<file path="src/rtl/arb_pkg.sv">
// Shared encodings for the two-requester memory port arbiter.
// Holds the FSM state type and the owner encoding.
package arb_pkg;

    typedef enum logic [1:0] {
        IDLE   = 2'd0,
        ACCESS = 2'd1,
        RESP   = 2'd2
    } state_t;

    localparam logic OWN_IF = 1'b0;
    localparam logic OWN_D  = 1'b1;

endpackage

</file>
<file path="src/rtl/rr_arbiter2.sv">
// Combinational two-way round-robin pick between instruction fetch and data.
// On a tie the requester that did not own the port last time wins.
module rr_arbiter2
    import arb_pkg::*;
(
    input  logic i_if_req,
    input  logic i_d_req,
    input  logic i_last_owner,
    output logic o_valid,
    output logic o_winner
);

    always_comb begin
        o_valid = i_if_req | i_d_req;
        if (i_if_req && i_d_req) begin
            o_winner = ~i_last_owner;
        end else if (i_d_req) begin
            o_winner = OWN_D;
        end else begin
            o_winner = OWN_IF;
        end
    end

endmodule

</file>
<file path="src/rtl/mem_port_arbiter.sv">
// Shares one single-ported memory between instruction fetch and data accesses
// using round-robin arbitration and a fixed memory latency of MEM_LAT cycles.
module mem_port_arbiter
    import arb_pkg::*;
#(
    parameter int ADDR_W  = 16,
    parameter int DATA_W  = 16,
    parameter int MEM_LAT = 2
) (
    input  logic              clk,
    input  logic              rst,
    input  logic              if_req,
    input  logic [ADDR_W-1:0] if_addr,
    output logic              if_gnt,
    output logic              if_done,
    output logic [DATA_W-1:0] if_rdata,
    input  logic              d_req,
    input  logic              d_we,
    input  logic [ADDR_W-1:0] d_addr,
    input  logic [DATA_W-1:0] d_wdata,
    output logic              d_gnt,
    output logic              d_done,
    output logic [DATA_W-1:0] d_rdata,
    output logic              mem_en,
    output logic              mem_we,
    output logic [ADDR_W-1:0] mem_addr,
    output logic [DATA_W-1:0] mem_wdata,
    input  logic [DATA_W-1:0] mem_rdata,
    output logic [1:0]        o_dbg_state
);

    localparam logic [3:0] LAST_CNT = 4'(MEM_LAT - 1);

    state_t            r_state, w_state;
    logic [3:0]        r_lat_cnt, w_lat_cnt;
    logic              r_last_owner, w_last_owner;
    logic              r_if_gnt, w_if_gnt;
    logic              r_d_gnt, w_d_gnt;
    logic              r_if_done, w_if_done;
    logic              r_d_done, w_d_done;
    logic [DATA_W-1:0] r_if_rdata, w_if_rdata;
    logic [DATA_W-1:0] r_d_rdata, w_d_rdata;
    logic              r_mem_en, w_mem_en;
    logic              r_mem_we, w_mem_we;
    logic [ADDR_W-1:0] r_mem_addr, w_mem_addr;
    logic [DATA_W-1:0] r_mem_wdata, w_mem_wdata;

    logic w_pick_valid;
    logic w_pick;

    rr_arbiter2 u_rr (
        .i_if_req     (if_req),
        .i_d_req      (d_req),
        .i_last_owner (r_last_owner),
        .o_valid      (w_pick_valid),
        .o_winner     (w_pick)
    );

    always_ff @(posedge clk or posedge rst) begin
        if (rst) begin
            r_state      <= IDLE;
            r_lat_cnt    <= '0;
            r_last_owner <= OWN_IF;
            r_if_gnt     <= 1'b0;
            r_d_gnt      <= 1'b0;
            r_if_done    <= 1'b0;
            r_d_done     <= 1'b0;
            r_if_rdata   <= '0;
            r_d_rdata    <= '0;
            r_mem_en     <= 1'b0;
            r_mem_we     <= 1'b0;
            r_mem_addr   <= '0;
            r_mem_wdata  <= '0;
        end else begin
            r_state      <= w_state;
            r_lat_cnt    <= w_lat_cnt;
            r_last_owner <= w_last_owner;
            r_if_gnt     <= w_if_gnt;
            r_d_gnt      <= w_d_gnt;
            r_if_done    <= w_if_done;
            r_d_done     <= w_d_done;
            r_if_rdata   <= w_if_rdata;
            r_d_rdata    <= w_d_rdata;
            r_mem_en     <= w_mem_en;
            r_mem_we     <= w_mem_we;
            r_mem_addr   <= w_mem_addr;
            r_mem_wdata  <= w_mem_wdata;
        end
    end

    always_comb begin
        w_state      = r_state;
        w_lat_cnt    = r_lat_cnt;
        w_last_owner = r_last_owner;
        w_if_gnt     = r_if_gnt;
        w_d_gnt      = r_d_gnt;
        w_if_done    = 1'b0;
        w_d_done     = 1'b0;
        w_if_rdata   = r_if_rdata;
        w_d_rdata    = r_d_rdata;
        w_mem_en     = r_mem_en;
        w_mem_we     = r_mem_we;
        w_mem_addr   = r_mem_addr;
        w_mem_wdata  = r_mem_wdata;

        case (r_state)
            IDLE: begin
                if (w_pick_valid) begin
                    w_state      = ACCESS;
                    w_last_owner = w_pick;
                    w_lat_cnt    = '0;
                    w_mem_en     = 1'b1;
                    if (w_pick == OWN_D) begin
                        w_d_gnt     = 1'b1;
                        w_mem_addr  = d_addr;
                        w_mem_we    = d_we;
                        w_mem_wdata = d_wdata;
                    end else begin
                        // Fetches are always reads regardless of d_we.
                        w_if_gnt    = 1'b1;
                        w_mem_addr  = if_addr;
                        w_mem_we    = 1'b0;
                        w_mem_wdata = '0;
                    end
                end
            end
            ACCESS: begin
                if (r_lat_cnt == LAST_CNT) begin
                    w_state  = RESP;
                    w_mem_en = 1'b0;
                    w_mem_we = 1'b0;
                    if (r_last_owner == OWN_D) begin
                        w_d_done = 1'b1;
                        if (!r_mem_we) begin
                            w_d_rdata = mem_rdata;
                        end
                    end else begin
                        w_if_done  = 1'b1;
                        w_if_rdata = mem_rdata;
                    end
                end else begin
                    w_lat_cnt = r_lat_cnt + 4'd1;
                end
            end
            RESP: begin
                w_state  = IDLE;
                w_if_gnt = 1'b0;
                w_d_gnt  = 1'b0;
            end
            default: begin
                w_state = IDLE;
            end
        endcase
    end

    assign if_gnt      = r_if_gnt;
    assign d_gnt       = r_d_gnt;
    assign if_done     = r_if_done;
    assign d_done      = r_d_done;
    assign if_rdata    = r_if_rdata;
    assign d_rdata     = r_d_rdata;
    assign mem_en      = r_mem_en;
    assign mem_we      = r_mem_we;
    assign mem_addr    = r_mem_addr;
    assign mem_wdata   = r_mem_wdata;
    assign o_dbg_state = r_state;

endmodule

</file>
<file path="config.mk">
export PLATFORM = sky130hd
export DESIGN_NAME = mem_port_arbiter
export DESIGN_NICKNAME = d
export VERILOG_FILES = /design/src/rtl/arb_pkg.sv /design/src/rtl/rr_arbiter2.sv /design/src/rtl/mem_port_arbiter.sv
export SDC_FILE = /design/constraint.sdc
export NUM_CORES = 1
export LEC_CHECK = 0
export ABC_CLOCK_PERIOD_IN_PS = 5700
export BUFFER_PORTS_ARGS = -buffer_cell sky130_fd_sc_hd__buf_2
export CORE_AREA = 5 5 89 91
export CTS_CLUSTER_DIAMETER = 60
export DETAILED_ROUTE_END_ITERATION = 8
export DIE_AREA = 0 0 94 96
export PLACE_DENSITY = 0.77
export SETUP_SLACK_MARGIN = 0.5
export SYNTH_ARGS = -nofsm -noshare
export SYNTH_HDL_FRONTEND = slang
export SYNTH_SLANG_ARGS = --single-unit
export TNS_END_PERCENT = 50
</file>
<file path="constraint.sdc">
create_clock -name clk -period 5.7 [get_ports clk]
set_input_delay 0.285 -clock clk [delete_from_list [all_inputs] [get_ports clk]]
set_output_delay 0.285 -clock clk [all_outputs]
set_load 0.01 [all_outputs]
</file>
# Word level (Yosys, flattened, before mapping)
# Cells that the tools add are included.
# op_classes
reduce_logical	12
eq_ne	8
n_addsub	1
mux	28
n_bitwise	3
# ops
operator	count
16-bit 2-to-1 mux	2
1-bit 2-to-1 mux	16
3-bit AND reduction	5
4-bit 2-to-1 mux	2
2-bit inequality test (second input constant)	4
1-bit case mux with 2 select lines	4
4-bit case mux with 2 select lines	1
4-bit by 1-bit adder with 4-bit output (second input constant)	1
4-bit by 1-bit == test with 1-bit output (second input constant)	1
2-bit 2-to-1 mux	2
2-bit case mux with 2 select lines	1
2-bit AND reduction	2
4-bit AND reduction	1
2-bit nonzero test	2
2-bit by 1-bit == test with 1-bit output (second input constant)	1
2-bit == test (second input constant)	1
2-bit logical NOT	1
2-bit by 1-bit inequality test with 1-bit output (second input constant)	1
1-bit inverter	2
1-bit logical AND	1
1-bit bitwise OR	1
# totals
wordCells	65
input_bits	69
output_inout_bits	72
reg_bits	77

# Logic depth before layout (Yosys ltp)
# Gate-level depths: netlist of the first run.
# logic_depth
ltp_word	5
mapped_depth	7
ltp_nobuf	5

# By module
# A second synthesis of the first run with hierarchy kept.
# hier_totals
cells_unflattened	267
hier_area_um2	3209.3
# modules_own_cells
module	area_each_um2	seq_area_each_um2	cells_per_inst	instances
mem_port_arbiter	3195.6	1926.8	265	1
rr_arbiter2	13.8	0.0	2	1

# Least setup slack after synthesis of the first run
# OpenSTA, ideal clock, no wires.
# synth_timing
path_type	reg2reg
startpoint	reg r_lat_cnt[1]
endpoint	reg r_if_rdata[0] (netlist: if_rdata[0])
t_arrival_ns	1.889
required_ns	5.575
synth_period_minus_slack_ns	2.014
n_path_buf	2
stages_incl_launch_ff	8
slack_ns	3.686
cell_sequence	dfrtp_1 inv_1 ha_1 or3b_4 or3_1 buf_6 buf_12 mux2_4
# synth_between
elab_chain_cells	2
# synth_rtl
element	line	source
from (decl)	mem_port_arbiter.sv:35	logic [3:0] r_lat_cnt, w_lat_cnt;
from (signal assigned)	mem_port_arbiter.sv:76	r_lat_cnt <= w_lat_cnt;
4-bit by 1-bit == test with 1-bit output	mem_port_arbiter.sv:128	if (r_lat_cnt == LAST_CNT) begin
3-bit AND reduction (no line)	-	
to (signal assigned)	mem_port_arbiter.sv:82	r_if_rdata <= w_if_rdata;
to (decl)	mem_port_arbiter.sv:41	logic [DATA_W-1:0] r_if_rdata, w_if_rdata;
# Every way passes these cells.
# A chain may end at the register's enable or synchronous reset.

# Worst setup path after layout of the first run
# layout_timing
startpoint	reg r_lat_cnt[1]
endpoint	reg r_d_rdata[4] (netlist: d_rdata[4])
# layout_between
elab_chain_cells	2
# layout_rtl
element	line	source
4-bit by 1-bit == test with 1-bit output	mem_port_arbiter.sv:128	
4-bit AND reduction (no line)	-	
to (signal assigned)	mem_port_arbiter.sv:83	r_d_rdata <= w_d_rdata;
to (decl)	mem_port_arbiter.sv:42	logic [DATA_W-1:0] r_d_rdata, w_d_rdata;
# Every way passes these cells.

==> results of run 1 <==
==> area by class of cell <==
class	count	area share [%]
inverter	4	0.400
tap	99	3.05
clock inverter	6	2.16
timing repair buffer	143	17.8
clock buffer	9	3.05
sequential	77	47.4
multi-input combinational	118	26.1
==> cells by family (layout without fill, tap and decap cells) <==
kind of cell | after synthesis | in the layout | share of synthesized area [%]
AOI/OAI and AO/OA | 46 | 46 | 12.8
adders and majority gates | 2 | 2 | 0.815
buffers and inverters | 16 | 162 | 2.85
DFF | 77 | 77 | 62.8
muxes | 34 | 34 | 13.5
and+or+nand+nor | 36 | 36 | 7.25
==> power breakdown <==
part           switching (uW)  total, uW  leakage [uW]  internal, uW
logic                     492       1010       0.00111           513
registers                 149        963      0.000941           814
clock network             187        432      0.000109           245
total                     828       2400       0.00216          1570
==> worst paths after layout <==
kind,end,slack (ns),cells after the start
min in group asynchronous,if_rdata[0],0.22,3
min,mem_wdata[7],0.16,2
max,d_rdata[4],3.12,5
max in group asynchronous,d_rdata[6],4.87,3
min reg2reg,d_rdata[2],0.50,1
max reg2reg,d_rdata[4],3.12,5
==> synthesized netlist by cell type <==
| cell type | count | area (um^2) |
|---|---|---|
| dfrtp_1 | 77 | 1930 |
| mux2_2 | 23 | 259 |
| and3_1 | 18 | 113 |
| a221o_1 | 16 | 160 |
| a22o_1 | 16 | 140 |
| mux2_4 | 9 | 135 |
| clkbuf_1 | 7 | 26.3 |
| inv_1 | 4 | 15.0 |
| buf_2 | 3 | 15.0 |
| nor2_1 | 3 | 11.3 |
| o21ai_0 | 3 | 15.0 |
| a21boi_0 | 2 | 15.0 |
| ha_1 | 2 | 25.0 |
| mux2i_1 | 2 | 20.0 |
| nand2_1 | 2 | 7.51 |
| nand2b_1 | 2 | 12.5 |
| nor2b_1 | 2 | 12.5 |
| a21o_1 | 1 | 7.51 |
| a21oi_1 | 1 | 5.00 |
| a2bb2oi_1 | 1 | 8.76 |
| a31o_2 | 1 | 8.76 |
| a31oi_1 | 1 | 6.26 |
| and2_1 | 1 | 6.26 |
| buf_12 | 1 | 20.0 |
| buf_6 | 1 | 11.3 |
| nand4_1 | 1 | 6.26 |
| nand4b_1 | 1 | 8.76 |
| nor3_1 | 1 | 5.00 |
| nor3b_1 | 1 | 7.51 |
| nor4b_1 | 1 | 8.76 |
| o21a_1 | 1 | 7.51 |
| o21ai_1 | 1 | 5.00 |
| o22ai_1 | 1 | 6.26 |
| o2bb2ai_1 | 1 | 8.76 |
| or2_2 | 1 | 6.26 |
| or3_1 | 1 | 6.26 |
| or3b_4 | 1 | 11.3 |
==> metrics by stage <==
step / cell area (um^2) / util (%)
floorplan: 3070 / -
CTS: 4060 / 57.5
global placement: 3850 / 54.5
detailed placement: 3850 / 54.5
global route: 4060 / 57.5
finish: 4060 / 57.5
==> state kept, by name (all words and copies together), names as in the netlist <==
name,flops
if_rdata,16
mem_addr,16
o_dbg_state,2
mem_we,1
r_last_owner,1
d_rdata,16
if_done,1
d_done,1
r_lat_cnt,4
mem_en,1
if_gnt,1
mem_wdata,16
d_gnt,1
==> critical path: cells and delay by family (launching register included) <==
family	cells	cell delay, ns
muxes	1	0.57
and+or+nand+nor	2	1.26
DFF	1	0.41
adders and majority gates	1	0.15
buffers and inverters	1	0.06
==> placed cells by master (no fill, tap or decap), types with 3 or more instances in the layout <==
cell,netlist,routed
mux2_2,23,23
buf_4,0,3
a22o_1,16,16
clkinv_2,0,3
and3_1,18,18
clkbuf_8,0,9
a221o_1,16,16
dfrtp_1,77,77
nor2_1,3,3
mux2_4,9,9
inv_1,4,3
buf_2,3,140
o21ai_0,3,3
==> per-layer routing <==
| metal | GRT usage, % | routed length, um | up-vias |
|---|---|---|---|
| li1 | - | - | 1070 |
| met2 | 25.4 | 3220 | 114 |
| met5 | 0 | 0 | - |
| met3 | 4.22 | 718 | 8 |
| met4 | 7.22 | 89 | 0 |
| met1 | 21.5 | 3080 | 1087 |
==> flow_summary.ini, run 1 <==
[status]
status = finished clean

[die]
rows = 31
die_w_um = 94
pin_count = 141
start_util_pct = 43.5
die_h_um = 96
dieArea_um2 = 9020
coreArea_um2 = 7060

[cells_and_area]
stdcell_count = 456
multiInputGateArea_um2 = 1060
nets = 424
syn2layout_area_growth_pct = 32.3
layout-drive-gt1-share_pct = 54.6
diodes = 0
register_area_um2 = 1930
fill_cells = 608

[global_routing]
gr-total-overflow = 0
first_global_vias = 2413
grt_antenna_before_repair = 0
grt_max_degree = 78
grt_pass1_wl_um = 11400
track_usage_pct = 16.3

[place]
io_buffers = 140
hpwl_um = 5250
dp_slack_ns = 3.14
gp_congestion = 0.771
placed_cells = 441

[clock_tree]
htree_levels = 3
cts-root-buf = clkbuf_8
clock_sinks = 77
cts_buffer_depth = 2
numCtsBuffers = 9
cts_setup_buffers = 0
cts_hold_buf = 0
cts_tree = done
clk_pin_slew_ns = 0.08
cts-resized-gates = 0
clk-insertion-delay-late_ns = 0.34

[sta]
whs_ns = 0.160
tightest_slew_ns = 0.966
timing.final.ws_setup_ns = 3.12
rsz0062_at_grt = no
hold_violations = 0
post-route-period-util_pct = 45.3
max-slew-margin-rel_pct = 35.4
setup_tns_ns = 0
slew_viol_final = 0
fin_skew_ns = 0.0102
period_needed_ns = 2.58
fmax_mhz = 387
setup_violations = 0

[worst_setup_path]
cp-start-kind = register
worstPathMaxFanout = 16
critPathKind = register to register
startpoint = r_lat_cnt[1]
critPathMaxStageDelay_ns = 0.85
worstPathCellList = inv_1, ha_1, nor3b_1, nand4b_1, mux2_2
cp.arrival_ns = 2.79
required_ns = 5.91
rr_startpoint = r_lat_cnt[1]
endpoint_kind = register
slowest_stage = nand4b_1

[power]
cellPowerDensity_nw_per_um2 = 591
leakage_uw = 0.00216
ir_drop_mv = 0.257
power.total_uw = 2400

[yosys]
syn-num-nets = 282
syn_inst = 211
yosysSeqAreaShare_pct = 62.8
ys_seq_elements = 77
synth.cell_area_um2 = 3070
yosys_warnings = 0
synth_cell_type_count = 37
syn_avg_cell_area_um2 = 14.6

[drt]
drtIter0Drc = 53
drc_errors = 0
wl_um = 7100
wl_per_cell_um = 15.6
vias = 2279
drt_pre_antenna_iters = 4
via_per_inst = 5.00
ant_nets = 0

[min_path]
hp-start = d_wdata[7]
hold_class = primary input to register

[flow_run]
maxCapViolations = 0
Power figures use the tool's default switching activity.
==> inputs of run 2 (changes only) <==
--- a/config.mk
+++ b/config.mk
@@ -5,13 +5,14 @@
 export SDC_FILE = /design/constraint.sdc
 export NUM_CORES = 1
 export LEC_CHECK = 0
-export ABC_CLOCK_PERIOD_IN_PS = 5700
+export ABC_AREA = 1
+export ABC_CLOCK_PERIOD_IN_PS = 2090
 export BUFFER_PORTS_ARGS = -buffer_cell sky130_fd_sc_hd__buf_2
-export CORE_AREA = 5 5 89 91
+export CORE_AREA = 5 5 94 96
 export CTS_CLUSTER_DIAMETER = 60
 export DETAILED_ROUTE_END_ITERATION = 8
-export DIE_AREA = 0 0 94 96
-export PLACE_DENSITY = 0.77
+export DIE_AREA = 0 0 99 101
+export PLACE_DENSITY = 0.75
 export SETUP_SLACK_MARGIN = 0.5
 export SYNTH_ARGS = -nofsm -noshare
 export SYNTH_HDL_FRONTEND = slang
==> constraint.sdc (replaced) <==
create_clock -name clk -period 2.09 [get_ports clk]
set_input_delay 0.1045 -clock clk [delete_from_list [all_inputs] [get_ports clk]]
set_output_delay 0.1045 -clock clk [all_outputs]
set_load 0.01 [all_outputs]
==> run 2 against run 1 <==
Effect of this change:
- sequential power rose to 2.8 times the previous value
- area after synthesis rose by 4.5%
- combinational power rose to 3.1 times the previous value
- setup slack got worse by 2.5 ns
- critical path type unchanged
- critical endpoint is now mem_addr[10]
- largest cell class unchanged
==> flow_summary.ini, run 2 <==
[status]
status = finished clean

[yosys]
yosys-top-cells-count = 162 x nand2_1, 77 x dfrtp_1, 72 x nand3_1, 8 x buf_2, 8 x inv_1
synth.most_common_cell = nand2_1
synth-async-reset-ratio_pct = 100
ys.flop_type = dfrtp_1
synth_cell_type_count = 22
yosysSeqAreaShare_pct = 60.0
yosys.area.top_type = dfrtp_1
synth_top_area_share_pct = 60.0
yosys-top-cells-area = dfrtp_1 60%, nand2_1 19%, nand3_1 11%
syn_inst = 362
syn_avg_cell_area_um2 = 8.87
syn-num-nets = 433
yosys_warnings = 0
ys_seq_elements = 77
synth_edf_count = 0
synth.cell_area_um2 = 3210

[drt]
drt_pre_antenna_iters = 4
vias = 3283
via_per_inst = 4.93
drc_errors = 0
ant_nets = 0
wl_um = 9740
drtIter0Drc = 168
wl_per_cell_um = 14.6

[place]
io_buffers = 140
hpwl_um = 6200
gp_congestion = 0.797
place_area_um2 = 4000

[power]
cellPowerDensity_nw_per_um2 = 1470
leakage_uw = 0.00263
ir_drop_mv = 0.719

[die]
die_h_um = 101
start_util_pct = 40.3
die_w_um = 99
pin_count = 141
dieArea_um2 = 10000
rows = 33
coreArea_um2 = 7970

[cells_and_area]
multiInputGateArea_um2 = 1170
register_area_um2 = 1930
syn2layout_area_growth_pct = 48.7
mostFrequentLayoutCells = 162 x nand2_1, 140 x buf_2, 77 x dfrtp_1, 72 x nand3_1, 52 x dlygate4sd3_1
design_area_um2 = 4770
final_common_cell = nand2_1
nets = 628
layout-drive-gt1-share_pct = 31.2
diodes = 0
fill_cells = 692

[sta]
slew_viol_final = 0
setup_violations = 0
fin_skew_ns = 0.00798
max-slew-margin-rel_pct = 44.3
whs_ns = 0.0175
rsz0062_at_grt = yes
fmax_mhz = 660
tightest_slew_ns = 0.833
hold_violations = 0
post-route-period-util_pct = 72.5
setup_tns_ns = 0
period_needed_ns = 1.52

[min_path]
hp-start = mem_rdata[1]
hold_class = primary input to register
whs_endpoint = d_rdata[1]
holdPathStages = 3

[worst_setup_path]
r2r_cells = 5
endpoint_kind = register
required_ns = 2.31
r2r_setup_slack_ns = 0.57
cp-start-kind = register
cp.arrival_ns = 1.74
worstPathMaxFanout = 24
rr_startpoint = o_dbg_state[1]
critPathKind = register to register
r2r_end = mem_addr[10]

[global_routing]
grt_antenna_before_repair = 0
gr-total-overflow = 0
grt_pass1_wl_um = 15700
grt_max_degree = 42
first_global_vias = 3284
track_usage_pct = 19.7

[clock_tree]
cts_buffer_depth = 2
cts_tree = done
clk_pin_slew_ns = 0.08
htree_levels = 3
numCtsBuffers = 9
cts-root-buf = clkbuf_8
clk-insertion-delay-late_ns = 0.34
clock_sinks = 77

[flow_run]
maxCapViolations = 0
==> run 2: worst max path at each step <==
stage / start / endpoint / slack (ns) / cells after the start
3_5_place_dp: r_lat_cnt[1] / if_rdata[10] / 0.53 / 7
6_report: o_dbg_state[1] / mem_addr[10] / 0.57 / 5
3_3_place_gp: r_lat_cnt[1] / if_rdata[11] / 0.60 / 7
5_1_grt: o_dbg_state[1] / mem_addr[10] / 0.48 / 5
2_1_floorplan: r_lat_cnt[1] / if_rdata[0] / 0.81 / 8
4_1_cts: r_lat_cnt[1] / if_rdata[10] / 0.53 / 7
==> run 2: area by class of cell <==
| cell class | count | area share [%] |
|---|---|---|
| multi-input combinational | 260 | 24.5 |
| sequential | 77 | 40.4 |
| clock buffer | 11 | 2.96 |
| tap | 105 | 2.75 |
| timing repair buffer | 200 | 27.1 |
| clock inverter | 4 | 1.52 |
| inverter | 9 | 0.787 |
==> run 2: cells by family (layout without fill, tap and decap cells) <==
family,after synthesis,after routing,synth area share (%)
buf+inv,26,224,4.29
simple gates,251,252,33.8
fa+ha+maj,2,2,0.780
xor+xnor,1,1,0.273
flops,77,77,60.0
compound gates,5,5,0.779
==> run 2: repair_timing <==
item	4_1_cts	5_1_grt
hold buffers	52	0
buffers inserted	0	2
endpoints found under the setup margin	0	41
gates resized for setup	0	1
hold endpoints to repair	78	0
==> run 2: worst max-delay path, stage by stage, from the launching register on <==
cell and delay (ns):
dfrtp_1 0.43, nor2_1 0.27, o21ai_4 0.20, buf_4 0.27
nand2_1 0.12, nand3_1 0.09
==> run 2: power breakdown <==
group	switching [uW]	leakage, uW	internal [uW]	total [uW]
registers	457	0.000955	2230	2690
logic	1930	0.00157	1180	3110
clock network	514	0.000105	697	1210
total	2900	0.00263	4110	7000
==> run 2: routing by layer <==
| layer | vias up | share of wire, % | GRT usage [%] |
|---|---|---|---|
| met5 | - | 0 | 0 |
| met4 | 0 | 2.0 | 8.82 |
| met3 | 17 | 10 | 6.23 |
| met2 | 186 | 48 | 32.2 |
| met1 | 1534 | 39 | 23.9 |
| li1 | 1546 | - | - |
==> run 2: through the flow <==
| step | total power, uW | util, % | cells | worst slack (ns) |
|---|---|---|---|---|
| detailed placement | 5650 | 50.2 | 596 | 0.530 |
| floorplan | 4500 | - | 362 | 0.810 |
| global placement | 5550 | 50.2 | 596 | 0.600 |
| finish | 7000 | 59.9 | 666 | 0.574 |
| CTS | 6960 | 59.4 | 663 | 0.525 |
| global route | 7540 | 59.9 | 666 | 0.483 |
==> inputs of run 3 (changes only) <==
--- a/config.mk
+++ b/config.mk
@@ -6,7 +6,7 @@
 export NUM_CORES = 1
 export LEC_CHECK = 0
 export ABC_AREA = 1
-export ABC_CLOCK_PERIOD_IN_PS = 2090
+export ABC_CLOCK_PERIOD_IN_PS = 1300
 export BUFFER_PORTS_ARGS = -buffer_cell sky130_fd_sc_hd__buf_2
 export CORE_AREA = 5 5 94 96
 export CTS_CLUSTER_DIAMETER = 60
==> constraint.sdc (replaced) <==
create_clock -name clk -period 1.3 [get_ports clk]
set_input_delay 0.065 -clock clk [delete_from_list [all_inputs] [get_ports clk]]
set_output_delay 0.065 -clock clk [all_outputs]
set_load 0.01 [all_outputs]
==> run 3 against run 2 <==
Effect of this change:
- the run now ends with setup timing left
- via count increased by 13%
- setup slack got worse by 0.65 ns
- clock skew about the same
- sequential share of layout area decreased by 9.7 points
- clock power increased by 74%
- critical path type unchanged
- critical endpoint is now mem_addr[11]
==> flow_summary.ini, run 3 (synthesized netlist as in run 2, its figures left out) <==
[status]
status = finished, violations left
violations = setup timing

[sta]
whs_ns = 0.0560
setup_violations = 39
rsz0062_at_grt = yes
hold_violations = 0
period_needed_ns = 1.38
timing.final.ws_setup_ns = -0.0775
tightest_slew_ns = 0.306
fin_skew_ns = 0.00801
setup_tns_ns = -0.750
max-slew-margin-rel_pct = 79.6
post-route-period-util_pct = 106
fmax_mhz = 726
slew_viol_final = 0

[min_path]
hold_class = primary input to register
hp-start = if_addr[1]
whs_endpoint = mem_addr[1]
holdPathStages = 3

[worst_setup_path]
cp-start-kind = register
rr_startpoint = o_dbg_state[1]
r2r_end = mem_addr[11]
r2r_setup_slack_ns = -0.08
required_ns = 1.52
endpoint_kind = register
worstPathMaxFanout = 7
r2r_cells = 7
critPathKind = register to register
cp.arrival_ns = 1.60

[die]
start_util_pct = 40.3
die_w_um = 99
pin_count = 141
rows = 33
coreArea_um2 = 7970
dieArea_um2 = 10000
die_h_um = 101

[clock_tree]
clk-insertion-delay-late_ns = 0.35
cts_buffer_depth = 2
cts_tree = done
htree_levels = 3
numCtsBuffers = 9
clock_sinks = 77
clk_pin_slew_ns = 0.08
cts-root-buf = clkbuf_8

[drt]
drt_pre_antenna_iters = 4
vias = 3714
dr_wl_met3_um = 1230
via_per_inst = 5.12
drc_errors = 0
wl_met1_um = 4920
dr_wl_met2_um = 7080
wl_um = 13800
drtIter0Drc = 159
ant_nets = 0
wl_per_cell_um = 19.0
highest_layer = met4

[global_routing]
grt_pass1_wl_um = 18900
track_usage_pct = 24.3
first_global_vias = 3761
gr-total-overflow = 0
grt_antenna_before_repair = 0
grt_max_degree = 57

[power]
power.total_uw = 15700
ir_drop_mv = 1.35
cellPowerDensity_nw_per_um2 = 2500
leakage_uw = 0.00339

[place]
hpwl_um = 6380
io_buffers = 140
placed_cells = 608
gp_congestion = 0.787

[cells_and_area]
layout-drive-gt1-share_pct = 53.5
stdcell_count = 725
diodes = 0
mostFrequentLayoutCells = 129 x buf_2, 81 x nand2_1, 76 x dfrtp_1, 65 x dlygate4sd3_1, 52 x nand3_1
final_common_cell = buf_2
nets = 686
syn2layout_area_growth_pct = 95.9

[flow_run]
maxCapViolations = 0
==> run 3: cell types whose count changed in the layout (fill, tap and decap cells not counted), moves of 7 or more <==
cell / before / now
buf_16: 0 / 7
nand2_2: 3 / 36
nand2_4: 2 / 49
nand3_1: 72 / 52
buf_12: 1 / 10
buf_2: 140 / 129
nand3_2: 0 / 20
buf_6: 0 / 29
buf_4: 7 / 14
nand2_1: 162 / 81
dlygate4sd3_1: 52 / 65
==> run 3: how the worst max path moves through the flow <==
stage | start | endpoint | slack, ns
final | o_dbg_state[1] | mem_addr[11] | -0.08
after global routing | o_dbg_state[1] | mem_addr[11] | -0.12
after CTS | r_lat_cnt[1] | if_rdata[6] | -0.02
after detailed placement | mem_we | d_rdata[10] | -0.18
after global placement | mem_we | d_rdata[2] | -0.1
after floorplan | r_lat_cnt[1] | if_rdata[0] | 0.02
==> run 3: routing by layer <==
layer  global-route usage [%]  vias to the layer above
met5                        0                        -
li1                         -                     1679
met4                     10.3                        0
met1                     27.6                     1774
met2                     42.8                      215
met3                     6.78                       46
==> run 3: stage by stage <==
| stage | util (%) | instance area [um^2] | setup WS (ns) |
|---|---|---|---|
| floorplan | - | 3210 | 0.0202 |
| global placement | 51.8 | 4130 | -0.0977 |
| detailed placement | 51.8 | 4130 | -0.177 |
| CTS | 73.1 | 5820 | -0.0242 |
| global route | 78.9 | 6290 | -0.120 |
| finish | 78.9 | 6290 | -0.0775 |
==> run 3: worst max-delay path: stages (launching register included) <==
cell,delay [ns]
dfrtp_1,0.41
buf_6,0.14
nor2_4,0.14
o21ai_4,0.11
buf_12,0.15
buf_16,0.15
nand2_4,0.06
nand3_2,0.10
==> run 3: area by class of cell <==
| cell class | instances | area [um^2] |
|---|---|---|
| Timing Repair Buffer | 257 | 2180 |
| Sequential cell | 77 | 1930 |
| Multi-Input combinational cell | 261 | 1780 |
| Fill cell | 451 | 1680 |
| Clock buffer | 11 | 151 |
| Tap cell | 105 | 131 |
| Clock inverter | 5 | 81.3 |
| Inverter | 9 | 40.0 |
==> run 3: what timing repair did <==
action | in CTS | in global routing
hold buffers | 65 | 0
buffers inserted | 16 | 7
cloned | 9 | 4
pin swaps | 28 | 32
endpoints found under the setup margin | 149 | 149
resized for setup | 117 | 96
endpoints found under the hold margin | 141 | 0
==> run 3: where the power goes <==
part           leakage, uW  switching [uW]  total, uW  internal [uW]
clock network     0.000116             921       2110           1190
registers         0.000954            1070       4660           3590
logic              0.00232            4690       8980           4280
